[config.mk]
export PLATFORM = sky130hd
export DESIGN_NAME = imp_axis_divider
export DESIGN_NICKNAME = d
export VERILOG_FILES = /design/src/rtl/imp_axis_divider.sv
export SDC_FILE = /design/constraint.sdc
export NUM_CORES = 1
export LEC_CHECK = 0
export CORE_AREA = 2 2 90 92
export CTS_CLUSTER_SIZE = 14
export DETAILED_ROUTE_END_ITERATION = 7
export DIE_AREA = 0 0 92 94
export PLACE_DENSITY = 0.91
export SLEW_MARGIN = 20
export SYNTH_ARGS = -nofsm -noshare
export SYNTH_HDL_FRONTEND = slang
export SYNTH_SLANG_ARGS = --single-unit
[constraint.sdc]
create_clock -name i_clk -period 6.2 [get_ports i_clk]
set_input_delay 0.62 -clock i_clk [delete_from_list [all_inputs] [get_ports i_clk]]
set_output_delay 0.62 -clock i_clk [all_outputs]
set_load 0.02 [all_outputs]
[src/rtl/imp_axis_divider.sv]
// AXI-Stream unsigned divider: two independently handshaken operands, a
// radix-2 restoring divide (one quotient bit per cycle) and a held result.
module imp_axis_divider #(
  parameter int DIVIDEND_WIDTH = 19,
  parameter int DIVISOR_WIDTH  = 8
) (
  input  logic                                    i_clk,
  input  logic                                    i_rstn,
  input  logic                                    s_axis_dividend_tvalid,
  output logic                                    s_axis_dividend_tready,
  input  logic [DIVIDEND_WIDTH-1:0]               s_axis_dividend_tdata,
  input  logic                                    s_axis_divisor_tvalid,
  output logic                                    s_axis_divisor_tready,
  input  logic [DIVISOR_WIDTH-1:0]                s_axis_divisor_tdata,
  output logic                                    m_axis_dout_tvalid,
  input  logic                                    m_axis_dout_tready,
  output logic [DIVIDEND_WIDTH+DIVISOR_WIDTH-1:0] m_axis_dout_tdata,
  output logic                                    m_axis_dout_tuser
);

  localparam int CW = $clog2(DIVIDEND_WIDTH + 1);

  typedef enum logic [1:0] {IDLE, CALC, OUT} state_t;

  state_t                                  state_q;
  logic                                    have_dd_q;
  logic                                    have_dv_q;
  logic [DIVIDEND_WIDTH-1:0]               dividend_q;
  logic [DIVISOR_WIDTH-1:0]                divisor_q;
  logic [DIVIDEND_WIDTH-1:0]               quo_q;
  logic [DIVISOR_WIDTH-1:0]                rem_q;
  logic [CW-1:0]                           cnt_q;
  logic                                    tvalid_q;
  logic [DIVIDEND_WIDTH+DIVISOR_WIDTH-1:0] tdata_q;
  logic                                    tuser_q;

  logic                                    dd_fire;
  logic                                    dv_fire;
  logic                                    start;
  logic [DIVIDEND_WIDTH-1:0]               dd_next;
  logic [DIVISOR_WIDTH-1:0]                dv_next;

  logic [DIVISOR_WIDTH:0]                  trial;
  logic [DIVISOR_WIDTH:0]                  diff;
  logic                                    qbit;
  logic [DIVISOR_WIDTH-1:0]                rem_d;
  logic [DIVIDEND_WIDTH-1:0]               quo_d;

  assign s_axis_dividend_tready = (state_q == IDLE) && !have_dd_q;
  assign s_axis_divisor_tready  = (state_q == IDLE) && !have_dv_q;

  assign dd_fire = s_axis_dividend_tvalid && s_axis_dividend_tready;
  assign dv_fire = s_axis_divisor_tvalid  && s_axis_divisor_tready;

  // An operand arriving on the same edge as the division starts is taken
  // straight from the bus rather than from its holding register.
  assign dd_next = have_dd_q ? dividend_q : s_axis_dividend_tdata;
  assign dv_next = have_dv_q ? divisor_q  : s_axis_divisor_tdata;
  assign start   = (state_q == IDLE) && (have_dd_q || dd_fire) && (have_dv_q || dv_fire);

  assign m_axis_dout_tvalid = tvalid_q;
  assign m_axis_dout_tdata  = tdata_q;
  assign m_axis_dout_tuser  = tuser_q;

  // A zero divisor needs no special case: every trial subtract succeeds, so the
  // quotient fills with ones and the remainder ends as the dividend's low bits.
  always_comb begin
    trial = {rem_q, quo_q[DIVIDEND_WIDTH-1]};
    diff  = trial - {1'b0, divisor_q};
    qbit  = (trial >= {1'b0, divisor_q});
    rem_d = qbit ? diff[DIVISOR_WIDTH-1:0] : trial[DIVISOR_WIDTH-1:0];
    quo_d = {quo_q[DIVIDEND_WIDTH-2:0], qbit};
  end

  always_ff @(posedge i_clk or negedge i_rstn) begin
    if (!i_rstn) begin
      state_q    <= IDLE;
      have_dd_q  <= 1'b0;
      have_dv_q  <= 1'b0;
      dividend_q <= '0;
      divisor_q  <= '0;
      quo_q      <= '0;
      rem_q      <= '0;
      cnt_q      <= '0;
      tvalid_q   <= 1'b0;
      tdata_q    <= '0;
      tuser_q    <= 1'b0;
    end else begin
      case (state_q)
        IDLE: begin
          if (dd_fire) begin
            have_dd_q  <= 1'b1;
            dividend_q <= s_axis_dividend_tdata;
          end
          if (dv_fire) begin
            have_dv_q <= 1'b1;
            divisor_q <= s_axis_divisor_tdata;
          end
          if (start) begin
            state_q   <= CALC;
            quo_q     <= dd_next;
            divisor_q <= dv_next;
            rem_q     <= '0;
            cnt_q     <= CW'(DIVIDEND_WIDTH - 1);
          end
        end
        CALC: begin
          quo_q <= quo_d;
          rem_q <= rem_d;
          cnt_q <= cnt_q - 1'b1;
          if (cnt_q == '0) begin
            state_q  <= OUT;
            tvalid_q <= 1'b1;
            tdata_q  <= {rem_d, quo_d};
            tuser_q  <= (divisor_q == '0);
          end
        end
        OUT: begin
          if (m_axis_dout_tready) begin
            state_q   <= IDLE;
            tvalid_q  <= 1'b0;
            have_dd_q <= 1'b0;
            have_dv_q <= 1'b0;
          end
        end
        default: state_q <= IDLE;
      endcase
    end
  end

endmodule

==> flow_metrics.py <==
metrics = {
    "global_routing": {
        "grt_pass1_wl_um": 17100,
        "grt_util_all_layers_pct": 25.2,
        "grt_max_degree": 92,
        "grt_overflow": 0,
        "grt_pass1_vias": 3583,
        "antenna_found_initial": 0,
    },
    "sta": {
        "period_needed_ps": 2650,
        "layout_worst_path_cycle_share_pct": 42.7,
        "setup_viol": 0,
        "slew_headroom_pct": 33.2,
        "whs_ps": 21.2,
        "clock.fmax_mhz": 378,
        "grt_setup_unrepaired": "false",
        "drv_slew": 0,
        "finalHoldViolations": 0,
        "tightestPinTransition_ps": 1000,
        "fin_worst_skew_ps": 8.01,
        "fin_setup_tns_ps": 0,
    },
    "synthesis": {
        "synthCells": 444,
        "syn_area_sq_um": 4460,
        "synth_top_family_by_area": "simple AND/OR/NAND/NOR gates",
        "avgSynthCellArea_sq_um": 10.0,
        "yosys_warnings": 0,
        "synth_compound_area_share_pct": 14.2,
        "synth_cell_type_count": 45,
        "synth-seq-cells": 92,
        "seq_area_frac_synth_pct": 51.6,
        "ys_async_sr_fraction_pct": 100,
        "synthMuxAreaShare_pct": 9.32,
        "synth_xor_xnor_area_share_pct": 1.18,
        "yosys.area_share.simple_pct": 16.2,
        "synthFlopType": "dfrtp_1",
        "yosys.area_share.adder_pct": 3.25,
        "synth_fp_nets": 487,
        "synth-edff-count": 0,
    },
    "clock_network": {
        "root_buffer": "clkbuf_8",
        "cts_tree": "done",
        "clk_latency_ps": 370,
        "cts_made_buffers": 9,
        "cts_max_level": 3,
        "holdBufCountCts": 0,
        "cts_resized": 0,
        "cts_setup_buffers": 0,
        "clockBufferDepth": 2,
        "cts.clk_slew.worst_paths_ps": 90,
        "clock_sinks": 92,
    },
    "routing": {
        "first_iter_violations": 232,
        "routed_wl_um": 10200,
        "top_layer": "met4",
        "wl_met2_um": 5030,
        "ant_nets": 0,
        "wl_met3_um": 510,
        "drc_errors": 0,
        "num_vias": 3581,
        "wire_per_inst_um": 16.9,
        "viasPerCell": 5.96,
        "m1WireLength_um": 4390,
        "drt_pass1_iterations": 4,
    },
    "layout": {
        "final_layout_size_suffix_gt1_share_pct": 9.62,
        "area_growth_pct": 18.5,
        "final_common_cell": "dfrtp_1",
        "postLayoutCoreUtil_pct": 69.5,
        "final_cell_mix": "91 x dfrtp_1, 82 x nand2_1, 61 x clkdlybuf4s50_1, 36 x nor2_1, 24 x o21ai_0",
        "n_antenna_cell": 0,
        "final_nets": 537,
    },
    "setup_path": {
        "end_kind": "register",
        "startpoint_type": "register",
        "crit_arrival_ps": 2900,
        "crit_type": "register to register",
        "cp_max_fo": 30,
        "r2r_slack_ps": 3550,
        "r2r_end": "m_axis_dout_tdata[26]",
        "ff2ff_path_depth": 5,
        "r2r-start": "state_q[0]",
        "crit_required_ps": 6450,
    },
    "floorplanning": {
        "rows": 32,
        "die_h_um": 94,
        "core_area_sq_um": 7610,
        "start_util_pct": 58.6,
        "die_w_um": 92,
        "dieArea_sq_um": 8650,
        "io_pins": 63,
    },
    "pwr": {
        "finalPower_w": 0.00282,
        "max-vdd-ir-drop_uv": 219,
        "p_per_area_nw_per_um2": 533,
        "power.leakage_nw": 2.46,
    },
    "hold_path": {
        "hp-class": "input port to async pin",
    },
    "run": {
        "max-cap-violations": 0,
    },
    "place": {
        "gp_congestion": 0.877,
        "dp_hpwl_um": 6900,
        "port_buffers": 62,
    },
    "outcome": {
        "status": "completed",
    },
}
==> cell usage after synthesis, types with 2 or more instances <==
| master | count | share of area [%] |
|---|---|---|
| a211oi_1 | 4 | 0.67 |
| a21o_1 | 2 | 0.34 |
| a21oi_1 | 17 | 1.9 |
| a221o_1 | 18 | 4.0 |
| a31oi_1 | 8 | 1.1 |
| and2_1 | 2 | 0.28 |
| buf_2 | 11 | 1.2 |
| buf_6 | 2 | 0.51 |
| clkbuf_1 | 12 | 1.0 |
| dfrtp_1 | 92 | 52 |
| ha_1 | 10 | 2.8 |
| inv_1 | 13 | 1.1 |
| mux2_2 | 20 | 5.1 |
| mux2i_1 | 19 | 4.3 |
| nand2_1 | 82 | 6.9 |
| nand2b_1 | 2 | 0.28 |
| nand3_1 | 16 | 1.8 |
| nand3b_1 | 2 | 0.34 |
| nand4_1 | 6 | 0.84 |
| nand4b_1 | 3 | 0.59 |
| nor2_1 | 38 | 3.2 |
| nor3_1 | 9 | 1.0 |
| nor4_1 | 2 | 0.28 |
| o211ai_1 | 3 | 0.51 |
| o21ai_0 | 24 | 2.7 |
| o31ai_1 | 4 | 0.67 |
| xor2_1 | 5 | 0.98 |
==> stage by stage <==
| step | cell area (sq um) | setup WS, ps | instances |
|---|---|---|---|
| finish | 5290 | 3550 | 601 |
| detailed placement | 5110 | 3180 | 585 |
| global placement | 5110 | 3340 | 585 |
| global route | 5290 | 3350 | 601 |
| floorplan | 4460 | 4120 | 444 |
| CTS | 5280 | 3150 | 601 |
==> kinds of logic after synthesis <==
group           after synthesis
buf+inv                      40
fa+ha+maj                    11
flops                        92
compound gates               90
simple gates                166
xor+xnor                      6
mux                          39
==> registers in the layout, summed over array words and instances, names as in the netlist, 2 cells and up <==
signal	flops
m_axis_dout_tdata	27
dividend_q	19
quo_q	19
divisor_q	8
rem_q	8
cnt_q	5
state_q	2
==> worst max-delay path by stage <==
stage / start / end / slack, ps
4_1_cts: state_q[0] / m_axis_dout_tdata[26] / 3150
3_3_place_gp: state_q[0] / m_axis_dout_tdata[25] / 3340
5_1_grt: state_q[0] / m_axis_dout_tdata[26] / 3350
6_report: state_q[0] / m_axis_dout_tdata[26] / 3550
2_1_floorplan: quo_q[18] / m_axis_dout_tdata[25] / 4120
3_5_place_dp: state_q[0] / m_axis_dout_tdata[26] / 3180
==> routing by layer <==
| metal | global-route usage (%) | up-vias |
|---|---|---|
| met3 | 3.13 | 21 |
| met2 | 41.9 | 138 |
| met1 | 33.1 | 1748 |
| met5 | 0 | - |
| li1 | - | 1674 |
| met4 | 11.8 | 0 |
==> worst max-delay path, cell delays in order, from the launching register on <==
cell	delay [ps]
dfrtp_1	480
inv_1	170
nor2_4	590
nand2_1	770
a31oi_1	400
a21oi_1	100
==> cell type report <==
type,count,area (sq um)
flip-flops and latches,92,2300
clock buffers,10,128
repair buffers,66,652
fillers,571,2320
well taps,102,128
multi-input cells,312,1990
inverters,13,48.8
clock inverters,6,40.0
==> power by group <==
part / internal (W) / switching, W / total, W
logic: 0.000597 / 0.000791 / 0.00139
registers: 0.000859 / 0.000210 / 0.00107
clock network: 0.000146 / 0.000214 / 0.000359
total: 0.00160 / 0.00121 / 0.00282
Power figures use the tool's default switching activity.
==> patch: new RTL, same flow settings <==
Change the parameter `DIVIDEND_WIDTH` from 19 to 15.
--- a/src/rtl/imp_axis_divider.sv
+++ b/src/rtl/imp_axis_divider.sv
@@ -3,3 +3,3 @@
 module imp_axis_divider #(
-  parameter int DIVIDEND_WIDTH = 19,
+  parameter int DIVIDEND_WIDTH = 15,
   parameter int DIVISOR_WIDTH  = 8
Interface: changed (resized m_axis_dout_tdata and s_axis_dividend_tdata); port bits go from 63 to 55. No check against the original RTL was run, so the function may have changed too.
==> patch against the unedited design <==
Wire length shrank 9.0%; register-to-register slack improved by 0.27 ns; worst hold slack gained 0.10 ns; area after synthesis down 11%; sequential cell count fell by 13; synthesized cell count shrank 3.8%; cell area fell by 9.6%; power shrank 23%; worst setup slack got worse by 0.048 ns; critical path depth fell by 3; critical path type is now flop to output pin; largest cell class unchanged.
==> patch: results (changes against the unedited design) <==
status=completed; R2R depth=9 (+4); max FFs per register=23 (-15%); initial DRC count=245 (+5.6%); final worst slack=3.504 ns (-0.04829 ns); Synth Flop Type=dfrtp_1; WL/cell=16.03 µm (-5.4%); Detailed Route WL=9.265 mm (-9.0%); Synth top cells by count=nand2_1 (84), dfrtp_1 (79), o21ai_0 (35); worst-margin pin slew=0.9102 ns (-0.08972 ns); Post-CTS Resized=0 (unchanged); number of global-route vias before repair=3,301 (-7.9%); dpl cell area=4548 µm² (-11%); peak supply drop=0.0002164 V (-1.0%); Max Clock Skew=0.009770 ns (+0.001759 ns); placed cells=561 (-4.1%); Synthesis Warnings=0 (unchanged); HPWL Detailed=6.288 mm (-8.8%); ranking of synthesized cells by area=dfrtp_1 (50%), nand2_1 (8.0%), mux2_2 (4.5%); ratio of cells with drive above 1 in the final layout=0.09034 (-0.005856); Reg clk slew, reported paths=0.09 ns (about the same); port bufs=54 (-13%); FFs w/ async S/R, synth=1.000 (unchanged); Seq/Total Area, Yosys=0.4991 (-0.01722); Clock Path Buffers=2 (unchanged); Total GRT Usage=0.2313 (-0.02030); R2R setup slack=3.82 ns (+0.27 ns); Unique masters post-synth=39 (-13%); Min-Delay Path Class=input port to async pin; CP Max Fanout=19 (-37%); number of post-CTS setup repair buffers=0 (unchanged); leakage power total=2.232 nW (-9.4%); Placer Congestion=0.9347 (+6.6%); Post-Synthesis Cells=427 (-3.8%); first-pass GRT wire length=15.61 mm (-8.5%); pre-CTS setup slack=3.873 ns (+0.6924 ns); largest net degree at the start of global routing=80 (-13%); root buffer cell=clkbuf_8; ant diodes=0 (unchanged); initial antenna violation count=0 (unchanged); Clock Latency Late Sink=0.36 ns; Synthesized Nets=466 (-4.3%); DR pass1 iterations=7 (+3); CP arrival=2.08 ns (-0.82 ns); met1 Track Usage GR=0.3011 (-0.02977); reg2reg end=m_axis_dout_tdata[21]; htree depth=3 (unchanged); drt via density=5.780 (-3.0%); total CTS buffers=9 (unchanged); M2 GR Usage=0.3787 (-0.04044); met3 Resource Use GR=0.04575 (+0.01445); Nets=510 (-5.0%); RR Startpoint=quo_q[14]; net switching power=895.1 µW (-26%)
==> patch: changes by cell type in the layout (fill, tap and decap cells not counted), moves of 4 or more <==
cell / before / now
a21oi_1: 17 / 31
a221o_1: 18 / 0
clkdlybuf4s50_1: 61 / 53
dfrtp_1: 91 / 79
mux2_2: 20 / 16
mux2i_1: 19 / 15
nand4_1: 6 / 10
nor2_1: 36 / 32
o21ai_0: 24 / 35
==> patch: critical path, cell delays in order, from the launching register on <==
cell and delay [ns]:
dfrtp_1 0.72, nor3_1 0.34, clkdlybuf4s50_1 0.66
==> patch: area by class of cell <==
| cell class | instances | area, µm² |
|---|---|---|
| fillers | 616 | 2829 |
| well taps | 102 | 127.6 |
| multi-input cells | 308 | 1819 |
| inverters | 13 | 48.80 |
| clock inverters | 7 | 78.83 |
| flip-flops and latches | 79 | 1977 |
| repair buffers | 60 | 603.1 |
| clock buffers | 9 | 123.9 |
==> patch: logic make-up (layout without fill, tap and decap cells) <==
family	Yosys count	count (layout)	synth area share
XOR/XNOR	4	4	0.008846
flip-flops	79	79	0.4991
AND/OR/NAND/NOR	167	167	0.1851
multiplexers	31	31	0.08338
AO/OA/AOI/OAI	95	95	0.1431
adder cells (fa/ha/maj)	11	11	0.03664
buffers and inverters	40	89	0.04390
==> patch: metrics by stage <==
stage	hold slack (ns)	utilization
after global routing	0.1293	0.6281
after CTS	0.4459	0.6245
final	0.1223	0.6281
after global placement	0.4651	0.5979
after floorplan	0.3244	-
after detailed placement	0.4688	0.5979
==> patch: routing by layer <==
layer,share of wire,wire length (µm)
met1,0.41,3789
met2,0.50,4668
met3,0.065,598
met4,0.023,209
met5,0,0
==> patch: worst max-delay path by stage <==
stage | startpoint | to | cells past startpoint
2_1_floorplan | quo_q[14] | rem_q[6] | 9
3_3_place_gp | have_dd_q | s_axis_dividend_tready | 2
3_5_place_dp | state_q[0] | m_axis_dout_tdata[17] | 6
4_1_cts | have_dd_q | s_axis_dividend_tready | 2
5_1_grt | have_dd_q | s_axis_dividend_tready | 2
6_report | have_dd_q | s_axis_dividend_tready | 2
==> patch: power by group through the flow <==
stage | sequential [mW] | clock, mW | combinational (mW)
global placement | 0.826 | 0 | 0.882
CTS | 0.824 | 0.403 | 0.932
global route | 0.848 | 0.424 | 1.04
detailed placement | 0.833 | 0 | 0.921
floorplan | 0.867 | 0 | 0.562
finish | 0.827 | 0.397 | 0.940
